$ cat src/rtl/bytes_to_dibits_pkg.sv
// Shared constants, shifter state type and sizing helpers for the byte-to-dibit serialiser.
package bytes_to_dibits_pkg;

    localparam int unsigned BYTE_LEN_DEFAULT   = 8;
    localparam int unsigned FIFO_DEPTH_DEFAULT = 4;
    localparam int unsigned DIBIT_W            = 2;

    typedef enum logic {
        ST_IDLE  = 1'b0,
        ST_SHIFT = 1'b1
    } shift_state_e;

    // Pointer width carries one extra wrap bit so full and empty are distinguishable.
    function automatic int unsigned ptr_width(input int unsigned depth);
        return $clog2(depth) + 1;
    endfunction

    // Counter width for n states, never narrower than one bit.
    function automatic int unsigned cnt_width(input int unsigned n);
        return (n > 1) ? $clog2(n) : 1;
    endfunction

endpackage

$ cat src/rtl/bytes_to_dibits_if.sv
// Byte-in / dibit-out stream bundle between a byte source and the serialiser.
interface bytes_to_dibits_if
    import bytes_to_dibits_pkg::*;
#(
    parameter int unsigned BYTE_LEN = BYTE_LEN_DEFAULT
);

    logic                inclk;
    logic [BYTE_LEN-1:0] in;
    logic                done_in;
    logic [DIBIT_W-1:0]  out;
    logic                outclk;
    logic                idle;
    logic                done_out;
    logic                overflow;

    modport master (
        output inclk,
        output in,
        output done_in,
        input  out,
        input  outclk,
        input  idle,
        input  done_out,
        input  overflow
    );

    modport slave (
        input  inclk,
        input  in,
        input  done_in,
        output out,
        output outclk,
        output idle,
        output done_out,
        output overflow
    );

endinterface

$ cat src/rtl/bytes_to_dibits_byte_fifo.sv
// Synchronous first-word-fall-through byte FIFO; a pop in the same cycle frees a slot for a push.
module bytes_to_dibits_byte_fifo
    import bytes_to_dibits_pkg::*;
#(
    parameter int unsigned WIDTH = BYTE_LEN_DEFAULT,
    parameter int unsigned DEPTH = FIFO_DEPTH_DEFAULT
) (
    input  logic             clk,
    input  logic             rstn,
    input  logic             push,
    input  logic [WIDTH-1:0] wdata,
    input  logic             pop,
    output logic [WIDTH-1:0] rdata_c,
    output logic             full_c,
    output logic             empty_c
);

    localparam int unsigned AW = $clog2(DEPTH);
    localparam int unsigned PW = ptr_width(DEPTH);

    logic [PW-1:0]    wr_ptr_q, wr_ptr_d;
    logic [PW-1:0]    rd_ptr_q, rd_ptr_d;
    logic [WIDTH-1:0] mem_q [DEPTH];
    logic [WIDTH-1:0] mem_d [DEPTH];
    logic             push_ok;
    logic             pop_ok;

    assign empty_c = (wr_ptr_q == rd_ptr_q);
    assign full_c  = (wr_ptr_q[AW] != rd_ptr_q[AW]) &&
                     (wr_ptr_q[AW-1:0] == rd_ptr_q[AW-1:0]);
    assign rdata_c = mem_q[rd_ptr_q[AW-1:0]];

    always_comb begin
        push_ok  = push && (!full_c || pop);
        pop_ok   = pop && !empty_c;
        wr_ptr_d = wr_ptr_q + PW'(push_ok);
        rd_ptr_d = rd_ptr_q + PW'(pop_ok);
        mem_d    = mem_q;
        if (push_ok) begin
            mem_d[wr_ptr_q[AW-1:0]] = wdata;
        end
    end

    always_ff @(posedge clk) begin
        if (!rstn) begin
            wr_ptr_q <= '0;
            rd_ptr_q <= '0;
        end else begin
            wr_ptr_q <= wr_ptr_d;
            rd_ptr_q <= rd_ptr_d;
        end
    end

    // Storage needs no reset: contents are only visible through valid pointers.
    always_ff @(posedge clk) begin
        mem_q <= mem_d;
    end

endmodule

$ cat src/rtl/bytes_to_dibits.sv
// Serialises bytes into dibits, LSB-first, with a bypass path, input FIFO and end-of-stream marker.
module bytes_to_dibits
    import bytes_to_dibits_pkg::*;
#(
    parameter int unsigned BYTE_LEN   = BYTE_LEN_DEFAULT,
    parameter int unsigned FIFO_DEPTH = FIFO_DEPTH_DEFAULT
) (
    input  logic       clk,
    input  logic       rstn,
    bytes_to_dibits_if.slave bus
);

    localparam int unsigned DIBITS = BYTE_LEN / DIBIT_W;
    localparam int unsigned CW     = cnt_width(DIBITS);
    localparam logic [CW-1:0] LAST_CNT = CW'(DIBITS - 1);

    shift_state_e        state_q, state_d;
    logic [CW-1:0]       cnt_q, cnt_d;
    logic [BYTE_LEN-1:0] sreg_q, sreg_d;
    logic                done_q, done_d;
    logic                ovf_q, ovf_d;
    logic [DIBIT_W-1:0]  out_q, out_d;
    logic                outclk_q, outclk_d;
    logic                idle_q, idle_d;
    logic                done_out_q, done_out_d;

    logic                fifo_push;
    logic                fifo_pop;
    logic [BYTE_LEN-1:0] fifo_rdata_c;
    logic                fifo_full_c;
    logic                fifo_empty_c;
    logic                last_c;
    logic                bypass_c;
    logic                done_req_c;

    bytes_to_dibits_byte_fifo #(
        .WIDTH (BYTE_LEN),
        .DEPTH (FIFO_DEPTH)
    ) u_fifo (
        .clk     (clk),
        .rstn    (rstn),
        .push    (fifo_push),
        .wdata   (bus.in),
        .pop     (fifo_pop),
        .rdata_c (fifo_rdata_c),
        .full_c  (fifo_full_c),
        .empty_c (fifo_empty_c)
    );

    // Next shifter state plus the registered outputs describing the dibit shown next cycle.
    always_comb begin
        state_d    = state_q;
        cnt_d      = cnt_q;
        sreg_d     = sreg_q;
        done_d     = done_q;
        ovf_d      = ovf_q;
        out_d      = '0;
        outclk_d   = 1'b0;
        idle_d     = 1'b0;
        done_out_d = 1'b0;
        fifo_pop   = 1'b0;
        fifo_push  = 1'b0;
        bypass_c   = 1'b0;
        last_c     = (state_q == ST_SHIFT) && (cnt_q == LAST_CNT);
        done_req_c = done_q || bus.done_in;

        if ((state_q == ST_SHIFT) && !last_c) begin
            cnt_d  = cnt_q + CW'(1);
            sreg_d = sreg_q >> DIBIT_W;
        end else if (!fifo_empty_c) begin
            fifo_pop = 1'b1;
            state_d  = ST_SHIFT;
            cnt_d    = '0;
            sreg_d   = fifo_rdata_c;
        end else if (bus.inclk) begin
            // Empty FIFO and free shifter: take the byte straight from the port.
            bypass_c = 1'b1;
            state_d  = ST_SHIFT;
            cnt_d    = '0;
            sreg_d   = bus.in;
        end else begin
            state_d  = ST_IDLE;
        end

        fifo_push = bus.inclk && !bypass_c;
        if (fifo_push && fifo_full_c && !fifo_pop) begin
            ovf_d = 1'b1;
        end

        outclk_d = (state_d == ST_SHIFT);
        out_d    = outclk_d ? sreg_d[DIBIT_W-1:0] : '0;

        // Going IDLE implies the FIFO drains empty too, since any waiting byte would load.
        idle_d     = (state_d == ST_IDLE);
        done_out_d = done_req_c && idle_d;
        done_d     = done_req_c && !idle_d;
    end

    always_ff @(posedge clk) begin
        if (!rstn) begin
            state_q    <= ST_IDLE;
            cnt_q      <= '0;
            sreg_q     <= '0;
            done_q     <= 1'b0;
            ovf_q      <= 1'b0;
            out_q      <= '0;
            outclk_q   <= 1'b0;
            idle_q     <= 1'b1;
            done_out_q <= 1'b0;
        end else begin
            state_q    <= state_d;
            cnt_q      <= cnt_d;
            sreg_q     <= sreg_d;
            done_q     <= done_d;
            ovf_q      <= ovf_d;
            out_q      <= out_d;
            outclk_q   <= outclk_d;
            idle_q     <= idle_d;
            done_out_q <= done_out_d;
        end
    end

    assign bus.out      = out_q;
    assign bus.outclk   = outclk_q;
    assign bus.idle     = idle_q;
    assign bus.done_out = done_out_q;
    assign bus.overflow = ovf_q;

endmodule

$ cat src/flat_wrapper.sv
// flat-port wrapper written by rule: the top's interface ports become plain ports
module bytes_to_dibits_flat import bytes_to_dibits_pkg::*;
#(
    parameter int unsigned BYTE_LEN   = BYTE_LEN_DEFAULT,
    parameter int unsigned FIFO_DEPTH = FIFO_DEPTH_DEFAULT
)
  (clk, rstn, bus_inclk, bus_in, bus_done_in, bus_out, bus_outclk, bus_idle, bus_done_out, bus_overflow);
  bytes_to_dibits_if #(.BYTE_LEN(BYTE_LEN)) bus_i ();
  input  logic clk;
  input  logic rstn;
  input wire logic [$bits(bus_i.inclk)-1:0] bus_inclk;
  input wire logic [$bits(bus_i.in)-1:0] bus_in;
  input wire logic [$bits(bus_i.done_in)-1:0] bus_done_in;
  output wire logic [$bits(bus_i.out)-1:0] bus_out;
  output wire logic [$bits(bus_i.outclk)-1:0] bus_outclk;
  output wire logic [$bits(bus_i.idle)-1:0] bus_idle;
  output wire logic [$bits(bus_i.done_out)-1:0] bus_done_out;
  output wire logic [$bits(bus_i.overflow)-1:0] bus_overflow;
  assign bus_i.inclk = bus_inclk;
  assign bus_i.in = bus_in;
  assign bus_i.done_in = bus_done_in;
  assign bus_out = bus_i.out;
  assign bus_outclk = bus_i.outclk;
  assign bus_idle = bus_i.idle;
  assign bus_done_out = bus_i.done_out;
  assign bus_overflow = bus_i.overflow;
  bytes_to_dibits #(.BYTE_LEN(BYTE_LEN), .FIFO_DEPTH(FIFO_DEPTH)) u_core (.clk(clk), .rstn(rstn), .bus(bus_i));
endmodule
$ cat config.mk
export PLATFORM = sky130hd
export DESIGN_NAME = bytes_to_dibits_flat
export DESIGN_NICKNAME = d
export VERILOG_FILES = /design/src/rtl/bytes_to_dibits_pkg.sv /design/src/rtl/bytes_to_dibits_if.sv /design/src/rtl/bytes_to_dibits_byte_fifo.sv /design/src/rtl/bytes_to_dibits.sv /design/src/flat_wrapper.sv
export SDC_FILE = /design/constraint.sdc
export NUM_CORES = 1
export LEC_CHECK = 0
export ABC_AREA = 1
export ABC_CLOCK_PERIOD_IN_PS = 3800
export BUFFER_PORTS_ARGS = -buffer_cell sky130_fd_sc_hd__buf_4
export CORE_MARGIN = 5
export CORE_UTILIZATION = 31
export DETAILED_ROUTE_END_ITERATION = 6
export SYNTH_ARGS = -nofsm -noshare
export SYNTH_HDL_FRONTEND = slang
export SYNTH_HIERARCHICAL = 1
export SYNTH_SLANG_ARGS = --single-unit
$ cat constraint.sdc
create_clock -name clk -period 3.8 [get_ports clk]
set_clock_uncertainty 0.05 [all_clocks]
set_input_delay 0.76 -clock clk [delete_from_list [all_inputs] [get_ports clk]]
set_output_delay 0.76 -clock clk [all_outputs]
set_load 0.01 [all_outputs]
### After elaboration in Yosys (flattened, before gate mapping)

Cells that the tools add are included.

* bits of input ports: 12
* logic and storage cells: 71
* bits in registers: 55

* bitwise logic cells: 4
* reduce and logical (&&, ||, !) cells: 20
* add/subtract/negate cells: 3
* $lt $le $gt $ge: 3
* muxes and demuxes: 19
* equality and inequality tests: 6

Operator list (number)
* two-way mux 8 bit: 5
* bitwise mux 32 bit: 1
* binary-select mux 8 bit (select 2 bit): 1
* demux 8 bit (select 2 bit): 1
* logical AND 1 bit: 11
* two-way mux 1 bit: 7
* adder 3 x 1 -> 3 bit: 2
* >= comparator 3 bit (second input constant): 2
* two-way mux 2 bit: 3
* two-way mux 6 bit: 1
* NOT 2 -> 3 bit: 2
* logical NOT 1 bit: 5
* == test 3 bit: 1
* less-than comparator 3 x 1 -> 1 bit (second input constant): 1
* inequality test 3 bit (second input constant): 1
* adder 2 x 1 -> 2 bit (second input constant): 1
* == test 2 bit: 1
* == test 2 bit (second input constant): 1
* logical OR 1 bit: 2
* inequality test 2 bit (second input constant): 1
* NOT 1 bit: 2
* AND reduction 2 bit: 1
* OR reduction 2 bit: 1
* inequality test 1 bit: 1

### Logic depth before layout (Yosys ltp)

Gate-level depths: netlist (run 1).

* depth after elaboration: 9
* depth in mapped cells: 17

### Modules after synthesis

The synthesis (run 1) kept the hierarchy.

By module, submodules not included
* bytes_to_dibits_byte_fifo: sequential area each 1081.0 um^2, times used 1, area an instance 1566.5 um^2, cells each 132
* bytes_to_dibits: sequential area each 340.3 um^2, times used 1, area an instance 859.6 um^2, cells each 116

### Worst setup path before layout (run 1)

Ideal clock, no wire load.

* path kind: reg2reg
* start: register u_core.u_fifo.rd_ptr_q[1]
* end: register u_core/u_fifo/mem_q[24] in the netlist's numbering, enable pin
* arrival: 1.584 ns
* data required time: 3.379 ns
* period minus slack after synthesis: 2.004 ns
* buffers on the path: 2
* path slack: 1.796 ns
* cell stages (with the launch flop): 13
* path through: dfxtp_1 > buf_6 > inv_4 > nand2_1 > nand2_2 > nand2_1 > nor2_1 > buf_6 > nor2_1 > inv_1 > nand4_2 > nand2_2 > nor2_1

RTL lines
* start: declaration: line bytes_to_dibits_byte_fifo.sv:22 `logic [PW-1:0] rd_ptr_q, rd_ptr_d;`
* start signal: assignment: line bytes_to_dibits_byte_fifo.sv:50 `rd_ptr_q <= rd_ptr_d;`
* == test 3 bit: line bytes_to_dibits_byte_fifo.sv:28 `assign empty_c = (wr_ptr_q == rd_ptr_q);`
* via u_core.fifo_empty_c: line bytes_to_dibits.sv:31 `logic fifo_empty_c;`
* two-way mux 1 bit: line bytes_to_dibits.sv:70 `end else if (!fifo_empty_c) begin`
* two-way mux 1 bit: line bytes_to_dibits.sv:67 `if ((state_q == ST_SHIFT) && !last_c) begin`
* via u_core.fifo_pop: line bytes_to_dibits.sv:28 `logic fifo_pop;`
* logical OR 1 bit: line bytes_to_dibits_byte_fifo.sv:34 `push_ok = push && (!full_c || pop);`
* logical AND 1 bit: line bytes_to_dibits_byte_fifo.sv:34
* end signal: assignment: line bytes_to_dibits_byte_fifo.sv:56 `mem_q <= mem_d;`
* end: declaration: line bytes_to_dibits_byte_fifo.sv:23 `logic [WIDTH-1:0] mem_q [DEPTH];`

The timed path passes the listed nets, and every way through them passes these cells.
A chain may end at the register's enable or synchronous reset.

### Final worst setup path (run 1)

* start: register u_core.u_fifo.rd_ptr_q[0]
* end: register u_core.u_fifo.wr_ptr_q[1]

RTL lines
* == test 3 bit: line bytes_to_dibits_byte_fifo.sv:28
* via u_core.fifo_empty_c: line bytes_to_dibits.sv:31
* two-way mux 1 bit: line bytes_to_dibits.sv:70
* two-way mux 1 bit: line bytes_to_dibits.sv:67
* via u_core.fifo_pop: line bytes_to_dibits.sv:28
* logical OR 1 bit: line bytes_to_dibits_byte_fifo.sv:34
* logical AND 1 bit: line bytes_to_dibits_byte_fifo.sv:34
* adder 3 x 1 -> 3 bit: line bytes_to_dibits_byte_fifo.sv:36 `wr_ptr_d = wr_ptr_q + PW'(push_ok);`
* via u_core.u_fifo.wr_ptr_d[1]: line bytes_to_dibits_byte_fifo.sv:21 `logic [PW-1:0] wr_ptr_q, wr_ptr_d;`
* end signal: assignment: line bytes_to_dibits_byte_fifo.sv:49 `wr_ptr_q <= wr_ptr_d;`
* end: declaration: line bytes_to_dibits_byte_fifo.sv:21

The timed path passes the listed nets, and every way through them passes these cells.

==> insert_results.sql, run 1 <==
INSERT INTO impl_metrics (metric_group, metric, value, unit) VALUES
('sta', 'timing_worst_slew_pin_value', '0.777', 'ns'),
('detailed_routing', 'via_count', '1665', ''),
('clock_tree', 'cts-root-buf', 'clkbuf_8', ''),
('clock_tree', 'cts_inserted_buffers', '5', ''),
('layout', 'design.final.nets', '282', ''),
('layout', 'antenna_cells_inserted', '0', ''),
('detailed_routing', 'drc', '0', ''),
('clock_tree', 'cts_hold_buf', '0', ''),
('power_and_ir_drop', 'pwr_density_cell', '547', 'nW/um^2'),
('global_routing', 'grt.total_usage', '0.103', ''),
('layout', 'post_layout_nonfiller_instances', '368', ''),
('setup_path', 'worst_ep_arrival_time', '3.02', 'ns'),
('setup_path', 'critical_path_peak_fanout', '19', ''),
('clock_tree', 'cts_post_setup_buffers_inserted', '0', ''),
('setup_path', 'end_kind', 'flop', ''),
('die', 'core_area', '7690', 'sq um'),
('detailed_routing', 'avgRoutedWirePerCell', '12.7', 'um'),
('worst_hold_path', 'type_of_the_tightest_min_delay_check', 'flop to flop', ''),
('die', 'initial_utilization', '0.316', ''),
('layout', 'fillers', '776', ''),
('detailed_routing', 'drt_pass1_iterations', '5', ''),
('setup_path', 'timing_worst_setup_path_type', 'flop to flop', ''),
('synth', 'synth_warnings', '6', ''),
('global_routing', 'first_pass_grt_wire_length', '8020', 'um'),
('sta', 'hold_violations', '0', ''),
('clock_tree', 'cts.clk_slew.worst_paths', '0.10', 'ns'),
('clock_tree', 'cts_tree', 'yes', ''),
('sta', 'report.final.slew_viol_count', '0', ''),
('sta', 'timing.final.crit_share', '0.751', ''),
('setup_path', 'startpoint_type', 'flop', ''),
('synth', 'syn-mean-instance-area', '9.78', 'sq um'),
('sta', 'max_freq', '350', 'MHz'),
('power_and_ir_drop', 'p_leak', '1.16', 'nW'),
('clock_tree', 'cts.sinks', '55', ''),
('sta', 'finalCriticalPeriod', '2.85', 'ns'),
('placed_design', 'gp_congestion', '0.772', ''),
('die', 'fp.dieH', '98.5', 'um'),
('clock_tree', 'postCtsResizedCells', '0', ''),
('clock_tree', 'insertion_delay', '0.31', 'ns'),
('detailed_routing', 'avgViaCountPerCell', '4.52', ''),
('sta', 'final-setup-viol-count', '0', ''),
('sta', 'grt_setup_unrepaired', 'false', ''),
('sta', 'slew_headroom', '0.480', ''),
('detailed_routing', 'ant_nets', '0', ''),
('synth', 'synthesis.nets', '265', ''),
('power_and_ir_drop', 'power.ir.vdd_worst', '0.205', 'mV'),
('die', 'num_rows', '32', ''),
('global_routing', 'grt_pass1_vias', '1689', ''),
('global_routing', 'grt_start_max_net_pins', '20', ''),
('layout', 'final_layout_size_suffix_gt1_frac', '0.173', ''),
('synth', 'netlist_instances', '248', ''),
('detailed_routing', 'routed_wl', '4680', 'um'),
('global_routing', 'antenna_violations_before_repair', '0', ''),
('run', 'drv_cap', '0', ''),
('die', 'fp.dieW', '98.5', 'um'),
('sta', 'holdWs', '0.423', 'ns'),
('clock_tree', 'ctsLongestPathBuffers', '2', ''),
('setup_path', 'data_required_time_at_the_worst_endpoint', '3.97', 'ns'),
('synth', 'synthesis.area', '2430', 'sq um'),
('detailed_routing', 'violation_count_after_the_first_detailed_routing_iteration', '149', ''),
('synth', 'synth_seq_area_share', '0.586', ''),
('global_routing', 'grt_remaining_overflow', '0', ''),
('die', 'floorplan.die_area', '9700', 'sq um'),
('synth', 'post_synth_num_cell_types', '28', ''),
('outcome', 'outcome', 'finished clean', ''),
('placed_design', 'port_buffers', '17', ''),
('placed_design', 'dp_slack', '0.994', 'ns'),
('synth', 'ys_seq_elements', '55', ''),
('die', 'design.portCount', '18', ''),
('clock_tree', 'h-tree-depth', '2', ''),
('sta', 'finalSetupTns', '0', 'ns'),
('placed_design', 'place.detailed.hpwl', '3350', 'um'),
('sta', 'layout_setup_ws', '0.947', 'ns'),
('layout', 'area_growth_syn_to_layout', '11.3', '%'),
('placed_design', 'placed_cells', '360', '');
[cells in the final DEF, fill, tap and decap left out]
master,netlist,final
clkbuf_8,1,5
nand3_1,13,13
nand2_1,63,63
inv_8,1,2
nand2_2,3,3
nor2_8,2,2
o22ai_1,8,8
ha_1,5,5
nand3_2,2,2
buf_4,1,17
nand4_2,1,1
o21ai_0,18,18
inv_6,1,1
inv_1,19,19
dfxtp_1,23,23
inv_2,3,3
o21ai_1,1,1
nor3_1,1,1
xnor2_2,1,1
nor2_1,34,34
nor2_2,1,1
a21oi_2,2,2
a31oi_1,1,1
inv_4,2,2
edfxtp_1,32,32
nand2_4,2,2
clkinv_4,0,2
a21oi_1,2,2
[sequential cells by signal, indices dropped and copies added (netlist names)]
register and cells:
u_core/u_fifo/mem_q 32, u_core/sreg_q 8, u_core/u_fifo/rd_ptr_q 3, u_core/u_fifo/wr_ptr_q 3, u_core/bus.out 2, u_core/cnt_q 2, u_core/bus.done_out 1, u_core/bus.idle 1
u_core/bus.outclk 1, u_core/bus.overflow 1, u_core/done_q 1
[per-layer routing]
| metal | vias to the layer above | wire length (um) | GRT usage |
|---|---|---|---|
| met2 | 31 | 2360 | 0.176 |
| met1 | 779 | 2150 | 0.131 |
| met4 | 0 | 19 | 0.0315 |
| li1 | 853 | - | - |
| met3 | 2 | 155 | 0.0212 |
| met5 | - | 0 | 0 |
[kinds of logic after synthesis]
family,Yosys count,synth area share
AO/OA/AOI/OAI,32,0.0738
flip-flops,55,0.586
XOR/XNOR,1,0.00671
buffers and inverters,33,0.0794
adder cells (fa/ha/maj),5,0.0258
AND/OR/NAND/NOR,122,0.228
[Yosys cell counts]
cell type / count / area (sq um)
o21ai_1: 1 / 5.00
xnor2_2: 1 / 16.3
buf_4: 1 / 7.51
inv_2: 3 / 11.3
a21oi_1: 2 / 10.0
edfxtp_1: 32 / 961
nor2_8: 2 / 40.0
o22ai_1: 8 / 50.1
nand3_2: 2 / 20.0
inv_8: 1 / 11.3
nand2_4: 2 / 22.5
nand3_1: 13 / 65.1
inv_4: 2 / 12.5
nand2_1: 63 / 236
nand4_2: 1 / 12.5
o21ai_0: 18 / 90.1
a31oi_1: 1 / 6.26
nand2_2: 3 / 18.8
inv_1: 19 / 71.3
clkbuf_8: 1 / 13.8
nor2_2: 1 / 6.26
dfxtp_1: 23 / 460
nor3_1: 1 / 5.00
nor2_1: 34 / 128
buf_6: 5 / 56.3
a21oi_2: 2 / 17.5
ha_1: 5 / 62.6
inv_6: 1 / 8.76
[layout make-up]
class	instances	area [sq um]	area share
clock buffer	5	68.8	0.0255
tap	102	128	0.0472
inverter	26	115	0.0426
multi-input combinational	160	812	0.301
sequential	55	1420	0.526
timing repair buffer	17	128	0.0472
clock inverter	3	28.8	0.0107
[where the power goes]
part,internal (mW),switching (mW)
Sequential,0.708,0.0437
Clock,0.137,0.203
Combinational,0.132,0.254
Total,0.977,0.500
[worst max-delay path, cell delays in order (launching register included)]
cell,delay (ns)
dfxtp_1,0.79
xnor2_2,0.21
nand2_1,0.11
nor2_1,0.55
nor2_1,0.14
inv_1,0.10
nand4_2,0.11
nand2_2,0.12
inv_1,0.05
ha_1,0.17
ha_1,0.26
nand2_1,0.05
inv_1,0.03
[per-stage QoR]
| step | util | area (sq um) | power [mW] |
|---|---|---|---|
| finish | 0.351 | 2700 | 1.48 |
| global route | 0.351 | 2700 | 1.57 |
| global placement | 0.339 | 2600 | 1.15 |
| CTS | 0.351 | 2700 | 1.49 |
| detailed placement | 0.339 | 2600 | 1.15 |
| floorplan | - | 2430 | 1.08 |
[worst paths after layout]
path,startpoint,endpoint,slack [ns],cells past startpoint
hold reg to reg,u_core/cnt_q[1],u_core/cnt_q[1],0.42,2
setup / recovery,u_core/u_fifo/rd_ptr_q[0],u_core/u_fifo/wr_ptr_q[1],0.95,12
hold / removal,u_core/cnt_q[1],u_core/cnt_q[1],0.42,2
setup reg to reg,u_core/u_fifo/rd_ptr_q[0],u_core/u_fifo/wr_ptr_q[1],0.95,12
(Power assumes the default switching activity.)
==> run 2: changes to the inputs <==
Settings changed: ABC_AREA 1 to 0, ABC_CLOCK_PERIOD_IN_PS 3800 to 2500.
Clock period 3.8 ns to 2.5 ns, I/O delays scaled along.
==> run 2 against run 1 <==
Effect of this change:
- critical endpoint is now u_core/u_fifo/wr_ptr_q[2]
- critical path depth decreased by 2
- non-clock buffer count increased by 10
- power increased by 52%
==> insert_results.sql, run 2 <==
INSERT INTO impl_metrics (metric_group, metric, value, unit) VALUES
('outcome', 'outcome', 'finished clean', ''),
('global_routing', 'grt_remaining_overflow', '0', ''),
('clock_tree', 'insertion_delay', '0.31', 'ns'),
('setup_path', 'timing.rr.end', 'u_core/u_fifo/wr_ptr_q[2]', ''),
('die', 'initial_utilization', '0.318', ''),
('clock_tree', 'cts-root-buf', 'clkbuf_8', ''),
('synth', 'synth.top_cells.by_area', 'edfxtp_1, dfxtp_1, mux4_1', ''),
('synth', 'netlist_instances', '154', ''),
('layout', 'most-common-layout-cells', 'edfxtp_1, buf_4, dfxtp_1', ''),
('synth', 'yosys.cell_count.top_type', 'edfxtp_1', ''),
('sta', 'final-setup-viol-count', '0', ''),
('detailed_routing', 'drc', '0', ''),
('detailed_routing', 'via_count', '1299', ''),
('global_routing', 'antenna_violations_before_repair', '0', ''),
('sta', 'grt_setup_unrepaired', 'false', ''),
('setup_path', 'end_kind', 'flop', ''),
('clock_tree', 'cts_inserted_buffers', '5', ''),
('clock_tree', 'cts_hold_buf', '0', ''),
('die', 'design.portCount', '18', ''),
('sta', 'finalSetupTns', '0', 'ns'),
('placed_design', 'gp_congestion', '0.724', ''),
('layout', 'max_flop_register', 'u_core/u_fifo/mem_q', ''),
('setup_path', 'timing.rr.start', 'u_core/u_fifo/wr_ptr_q[0]', ''),
('setup_path', 'timing_worst_setup_path_type', 'flop to flop', ''),
('die', 'num_rows', '31', ''),
('synth', 'synth.area.mux_share', '0.109', ''),
('placed_design', 'place.detailed.hpwl', '2740', 'um'),
('setup_path', 'critPathLaunch', 'u_core/u_fifo/wr_ptr_q[0]', ''),
('die', 'floorplan.die_area', '9220', 'sq um'),
('synth', 'synthesis.area', '2290', 'sq um'),
('clock_tree', 'cts.sinks', '55', ''),
('global_routing', 'first_pass_grt_wire_length', '6490', 'um'),
('clock_tree', 'ctsLongestPathBuffers', '2', ''),
('synth', 'synth_warnings', '6', ''),
('worst_hold_path', 'type_of_the_tightest_min_delay_check', 'input pin to flop', ''),
('global_routing', 'grt.total_usage', '0.0943', ''),
('synth', 'synth_enable_flop_cells', '32', ''),
('detailed_routing', 'routed_wl', '3990', 'um'),
('sta', 'layout_setup_ws', '0.236', 'ns'),
('synth', 'synth_compound_area_frac', '0.0873', ''),
('synth', 'synth_top_family_by_area', 'multiplexers', ''),
('detailed_routing', 'drt_pass1_iterations', '4', ''),
('sta', 'holdWs', '0.342', 'ns'),
('synth', 'syn-mean-instance-area', '14.9', 'sq um'),
('clock_tree', 'h-tree-depth', '2', ''),
('synth', 'yosys.area_share.simple', '0.0949', ''),
('detailed_routing', 'avgViaCountPerCell', '4.66', ''),
('detailed_routing', 'violation_count_after_the_first_detailed_routing_iteration', '28', ''),
('layout', 'biggestRegsByFlops', 'u_core/u_fifo/mem_q (32), u_core/sreg_q (8)', ''),
('global_routing', 'grt-busiest-layer', 'met2', ''),
('die', 'fp.dieW', '96.0', 'um'),
('synth', 'synthesis.nets', '171', ''),
('synth', 'yosysTopAreaCellShare', '0.419', ''),
('clock_tree', 'cts_tree', 'yes', ''),
('synth', 'post_synth_most_frequent_cells', 'edfxtp_1, dfxtp_1, nor2_1', ''),
('global_routing', 'grtUsageMet3', '0.0289', ''),
('synth', 'post_synth_num_cell_types', '37', ''),
('layout', 'design.final.nets', '196', ''),
('sta', 'timing_worst_slew_pin_value', '0.366', 'ns'),
('setup_path', 'crit_path_end', 'u_core/u_fifo/wr_ptr_q[2]', ''),
('die', 'core_area', '7210', 'sq um'),
('setup_path', 'data_required_time_at_the_worst_endpoint', '2.66', 'ns'),
('placed_design', 'dp_slack', '0.152', 'ns'),
('setup_path', 'worstRegToRegCells', '10', ''),
('synth', 'synth_seq_area_share', '0.620', ''),
('sta', 'hold_violations', '0', ''),
('synth', 'synth_xor_xnor_area_share', '0.0306', ''),
('power_and_ir_drop', 'p_leak', '1.00', 'nW'),
('synth', 'netlist.top_cell.by_area', 'edfxtp_1', ''),
('detailed_routing', 'ant_nets', '0', ''),
('layout', 'final_util', '0.372', ''),
('synth', 'yosys_most_used_dff', 'edfxtp_1', ''),
('synth', 'ys_seq_elements', '55', ''),
('detailed_routing', 'avgRoutedWirePerCell', '14.3', 'um'),
('sta', 'timing.final.crit_share', '0.906', ''),
('global_routing', 'grt_pass1_vias', '1322', ''),
('sta', 'slew_headroom', '0.754', ''),
('layout', 'mostFrequentLayoutCell', 'edfxtp_1', ''),
('sta', 'report.final.slew_viol_count', '0', ''),
('layout', 'largest_reg_flops', '32', ''),
('synth', 'synthAdderAreaFrac', '0.0273', ''),
('clock_tree', 'cts.clk_slew.worst_paths', '0.11', 'ns'),
('global_routing', 'grt.met1_usage', '0.119', ''),
('run', 'drv_cap', '0', ''),
('setup_path', 'ff2ff_setup_slack', '0.24', 'ns'),
('layout', 'final_layout_size_suffix_gt1_frac', '0.233', ''),
('placed_design', 'port_buffers', '17', ''),
('power_and_ir_drop', 'pwr_density_cell', '837', 'nW/um^2'),
('sta', 'max_freq', '442', 'MHz'),
('setup_path', 'startpoint_type', 'flop', ''),
('layout', 'antenna_cells_inserted', '0', ''),
('power_and_ir_drop', 'power.ir.vdd_worst', '0.340', 'mV'),
('synth', 'async_reset_ff_frac', '0', ''),
('power_and_ir_drop', 'totalPowerFinal', '2.24', 'mW'),
('setup_path', 'critical_path_peak_fanout', '6', ''),
('die', 'fp.dieH', '96.0', 'um'),
('sta', 'finalCriticalPeriod', '2.26', 'ns'),
('setup_path', 'worst_ep_arrival_time', '2.42', 'ns'),
('global_routing', 'grt_start_max_net_pins', '19', ''),
('layout', 'area_growth_syn_to_layout', '17.0', '%'),
('global_routing', 'use_met2', '0.151', '');
[run 2: cell count changes after synthesis, sizes merged, moves of 6 or more]
cell | previous run | this run
a211oi | 0 | 6
and2 | 0 | 7
inv | 26 | 2
mux4 | 0 | 8
nand2 | 68 | 6
nand3 | 15 | 0
nor2 | 37 | 10
o21ai | 19 | 6
[run 2: cell families (layout without fill, tap and decap cells)]
kind of cell	after synthesis	after routing
compound gates	27	27
xor+xnor	5	5
fa+ha+maj	5	5
buf+inv	11	37
flops	55	55
mux	12	12
simple gates	39	39
[run 2: metrics by stage]
stage / cells / cell area (sq um)
after floorplan: 154 / 2320
after global placement: 271 / 2570
after detailed placement: 271 / 2570
after CTS: 279 / 2680
after global routing: 279 / 2680
final: 279 / 2680
[run 2: what timing repair did]
| item | CTS | global route |
|---|---|---|
| setup endpoints to repair | 0 | 16 |
| setup buffers | 0 | 0 |
| resized for setup | 0 | 1 |
[run 2: cell type report]
| class | instances | area (sq um) |
|---|---|---|
| fillers | 740 | 4530 |
| flip-flops and latches | 55 | 1420 |
| multi-input cells | 88 | 816 |
| repair buffers | 27 | 203 |
| well taps | 99 | 124 |
| clock buffers | 5 | 68.8 |
| clock inverters | 3 | 42.5 |
| inverters | 2 | 7.51 |
[run 2: power breakdown]
group          internal, mW  switching [mW]  total, mW
registers              1.08          0.0557       1.13
logic                 0.237           0.282      0.519
clock network         0.299           0.293      0.592
total                  1.61           0.630       2.24
[run 2: worst max-delay path, stage by stage (launching register included)]
cell and delay [ns]:
dfxtp_1 0.54, xor2_4 0.14, nor2_1 0.14, and2_1 0.18, nor2_1 0.09, o41ai_4 0.31
inv_1 0.08, ha_1 0.18, ha_1 0.18, xor2_1 0.13, and2_1 0.15
[run 2: routing by layer]
| metal | share of wire | vias to the layer above |
|---|---|---|
| li1 | - | 629 |
| met1 | 0.46 | 641 |
| met2 | 0.48 | 22 |
| met3 | 0.043 | 7 |
| met4 | 0.0083 | 0 |
| met5 | 0 | - |
[run 2: how the worst min path moves through the flow]
stage,endpoint,slack [ns],cells past startpoint,startpoint
3_5_place_dp,u_core/done_q,0.39,2,u_core/done_q
3_3_place_gp,u_core/done_q,0.39,2,u_core/done_q
2_1_floorplan,u_core/done_q,0.37,2,u_core/done_q
5_1_grt,u_core/u_fifo/mem_q[19],0.33,1,bus_in[3]
4_1_cts,u_core/u_fifo/mem_q[19],0.34,1,bus_in[3]
6_report,u_core/u_fifo/mem_q[27],0.34,1,bus_in[3]
==> run 3: changes to the inputs <==
Settings changed: CORE_ASPECT_RATIO set to 0.6.
==> run 3 against run 2 <==
Effect of this change:
- fmax rose by 1.2%
- cell count is 2.2% higher
- largest power group unchanged
- die area rose by 0.62%
- power up 5.9%
- combinational power up 4%
- highest routed layer unchanged
- via count down 2.7%
- critical path type unchanged
- critical path depth stayed put
==> insert_results.sql, run 3 (synthesis results as in run 2) <==
INSERT INTO impl_metrics (metric_group, metric, value, unit) VALUES
('die', 'fp.dieW', '121', 'um'),
('die', 'initial_utilization', '0.317', ''),
('detailed_routing', 'avgRoutedWirePerCell', '15.0', 'um'),
('sta', 'grt_setup_unrepaired', 'false', ''),
('layout', 'most-common-layout-cells', 'edfxtp_1, buf_4, dfxtp_1', ''),
('sta', 'max_freq', '447', 'MHz'),
('setup_path', 'critical_path_peak_fanout', '6', ''),
('global_routing', 'grt_remaining_overflow', '0', ''),
('placed_design', 'port_buffers', '17', ''),
('layout', 'mostFrequentLayoutCell', 'edfxtp_1', ''),
('global_routing', 'grt_pass1_vias', '1228', ''),
('setup_path', 'crit_slowest_cell', 'dfxtp_1', ''),
('detailed_routing', 'drc', '0', ''),
('power_and_ir_drop', 'net-switching-power', '680', 'uW'),
('sta', 'final-setup-viol-count', '0', ''),
('sta', 'timing_worst_slew_pin_value', '0.350', 'ns'),
('global_routing', 'grt.met1_usage', '0.164', ''),
('clock_tree', 'cts_inserted_buffers', '5', ''),
('setup_path', 'critical-path-top-delay-family', 'flip-flops', ''),
('sta', 'hold_violations', '0', ''),
('sta', 'finalCriticalPeriod', '2.24', 'ns'),
('power_and_ir_drop', 'totalPowerFinal', '2.38', 'mW'),
('clock_tree', 'cts_hold_buf', '0', ''),
('global_routing', 'antenna_violations_before_repair', '0', ''),
('sta', 'report.final.slew_viol_count', '0', ''),
('layout', 'design.final.nets', '197', ''),
('layout', 'area_growth_syn_to_layout', '19.1', '%'),
('placed_design', 'detailed_place.area', '2580', 'sq um'),
('detailed_routing', 'routed_wl', '4280', 'um'),
('setup_path', 'worstPathCellList', 'xor2_4, nor2_1, and2_1, nor2_1, o41ai_4, inv_1, ha_1, ha_1, xor2_1, and2_1', ''),
('clock_tree', 'postCtsResizedCells', '0', ''),
('global_routing', 'grt-busiest-layer', 'met1', ''),
('clock_tree', 'insertion_delay', '0.30', 'ns'),
('global_routing', 'grt_start_max_net_pins', '19', ''),
('power_and_ir_drop', 'p_int', '1.70', 'mW'),
('global_routing', 'first_pass_grt_wire_length', '6980', 'um'),
('clock_tree', 'cts.clk_slew.worst_paths', '0.07', 'ns'),
('setup_path', 'critical-path-max-stage-delay', '0.53', 'ns'),
('layout', 'antenna_cells_inserted', '0', ''),
('die', 'floorplan.die_area', '9270', 'sq um'),
('setup_path', 'end_kind', 'flop', ''),
('layout', 'final_cell_area', '2730', 'sq um'),
('detailed_routing', 'via_count', '1264', ''),
('detailed_routing', 'violation_count_after_the_first_detailed_routing_iteration', '79', ''),
('die', 'design.portCount', '18', ''),
('power_and_ir_drop', 'p_clk_frac', '0.295', ''),
('global_routing', 'grtUsageMet3', '0.0364', ''),
('clock_tree', 'cts_post_setup_buffers_inserted', '0', ''),
('die', 'fp.dieH', '76.6', 'um'),
('clock_tree', 'cts_tree', 'yes', ''),
('clock_tree', 'ctsLongestPathBuffers', '2', ''),
('setup_path', 'worst_ep_arrival_time', '2.38', 'ns'),
('setup_path', 'data_required_time_at_the_worst_endpoint', '2.64', 'ns'),
('global_routing', 'grt.total_usage', '0.102', ''),
('power_and_ir_drop', 'comb_power_share', '0.227', ''),
('die', 'num_rows', '24', ''),
('detailed_routing', 'ant_nets', '0', ''),
('placed_design', 'gp_congestion', '0.729', ''),
('sta', 'slew_headroom', '0.765', ''),
('worst_hold_path', 'type_of_the_tightest_min_delay_check', 'input pin to flop', ''),
('sta', 'timing.final.crit_share', '0.895', ''),
('detailed_routing', 'drt_pass1_iterations', '4', ''),
('placed_design', 'place.detailed.hpwl', '2980', 'um'),
('power_and_ir_drop', 'p_leak', '1.02', 'nW'),
('layout', 'max_flop_register', 'u_core/u_fifo/mem_q', ''),
('power_and_ir_drop', 'pwr_density_cell', '870', 'nW/um^2'),
('power_and_ir_drop', 'power.share.sequential', '0.478', ''),
('setup_path', 'worstPathBufferInverterCount', '1', ''),
('die', 'core_area', '7240', 'sq um'),
('layout', 'biggestRegsByFlops', 'u_core/u_fifo/mem_q (32), u_core/sreg_q (8)', ''),
('setup_path', 'startpoint_type', 'flop', ''),
('power_and_ir_drop', 'power.ir.vdd_worst', '0.291', 'mV'),
('clock_tree', 'h-tree-depth', '2', ''),
('detailed_routing', 'avgViaCountPerCell', '4.44', ''),
('outcome', 'outcome', 'finished clean', ''),
('clock_tree', 'cts-root-buf', 'clkbuf_16', ''),
('setup_path', 'timing_worst_setup_path_type', 'flop to flop', ''),
('global_routing', 'use_met2', '0.120', ''),
('layout', 'final_layout_size_suffix_gt1_frac', '0.243', ''),
('sta', 'finalSetupTns', '0', 'ns'),
('run', 'drv_cap', '0', ''),
('power_and_ir_drop', 'switching_share', '0.286', ''),
('clock_tree', 'cts.sinks', '55', ''),
('layout', 'largest_reg_flops', '32', '');
[run 3: cell count changes in the layout (fill, tap and decap cells not counted)]
cell	change
clkbuf_8	-5
inv_6	+1
clkinv_2	+1
buf_4	+1
clkinv_1	-1
bufinv_16	-1
clkbuf_16	+5
[run 3: per-stage QoR]
stage / setup slack, ns / instances / utilization / hold slack (ns)
finish: 0.262 / 285 / 0.378 / 0.367
global route: 0.0948 / 285 / 0.378 / 0.362
CTS: 0.124 / 285 / 0.378 / 0.360
detailed placement: 0.169 / 277 / 0.357 / 0.405
global placement: 0.203 / 277 / 0.357 / 0.380
floorplan: 0.0116 / 154 / - / 0.372
[run 3: layer usage]
layer  vias up  share of wire
li1        637              -
met1       588           0.55
met2        32           0.37
met3         7          0.066
met4         0          0.017
met5         -              0
[run 3: cell type report]
class                      instances  area, sq um
clock inverter                     3         22.5
multi-input combinational         88          816
fill                             684         4500
inverter                           2         7.51
timing repair buffer              28          210
tap                              104          130
clock buffer                       5          125
sequential                        55         1420
[run 3: worst register-to-register path, delay by kind of cell, from the launching register on]
kind | cells | cell delay [ns]
xor gates and xnor gates | 2 | 0.26
buffers and inverters | 1 | 0.08
DFF | 1 | 0.53
and+or+nand+nor | 4 | 0.52
adders and majority gates | 2 | 0.38
AOI/OAI and AO/OA | 1 | 0.31
[run 3: power groups by stage]
stage          registers [mW]  logic [mW]  clock network, mW
2_1_floorplan            1.15       0.411                  0
3_3_place_gp             1.16       0.538                  0
3_5_place_dp             1.16       0.543                  0
4_1_cts                  1.14       0.546              0.727
5_1_grt                  1.15       0.599              0.765
6_report                 1.14       0.539              0.701
[run 3: worst paths after layout]
| kind | slack (ns) | cells after the start | end | startpoint |
|---|---|---|---|---|
| setup / recovery | 0.26 | 10 | u_core/u_fifo/wr_ptr_q[2] | u_core/u_fifo/wr_ptr_q[0] |
| hold / removal | 0.37 | 1 | u_core/u_fifo/mem_q[20] | bus_in[4] |
| setup reg to reg | 0.26 | 10 | u_core/u_fifo/wr_ptr_q[2] | u_core/u_fifo/wr_ptr_q[0] |
| hold reg to reg | 0.41 | 2 | u_core/done_q | u_core/done_q |
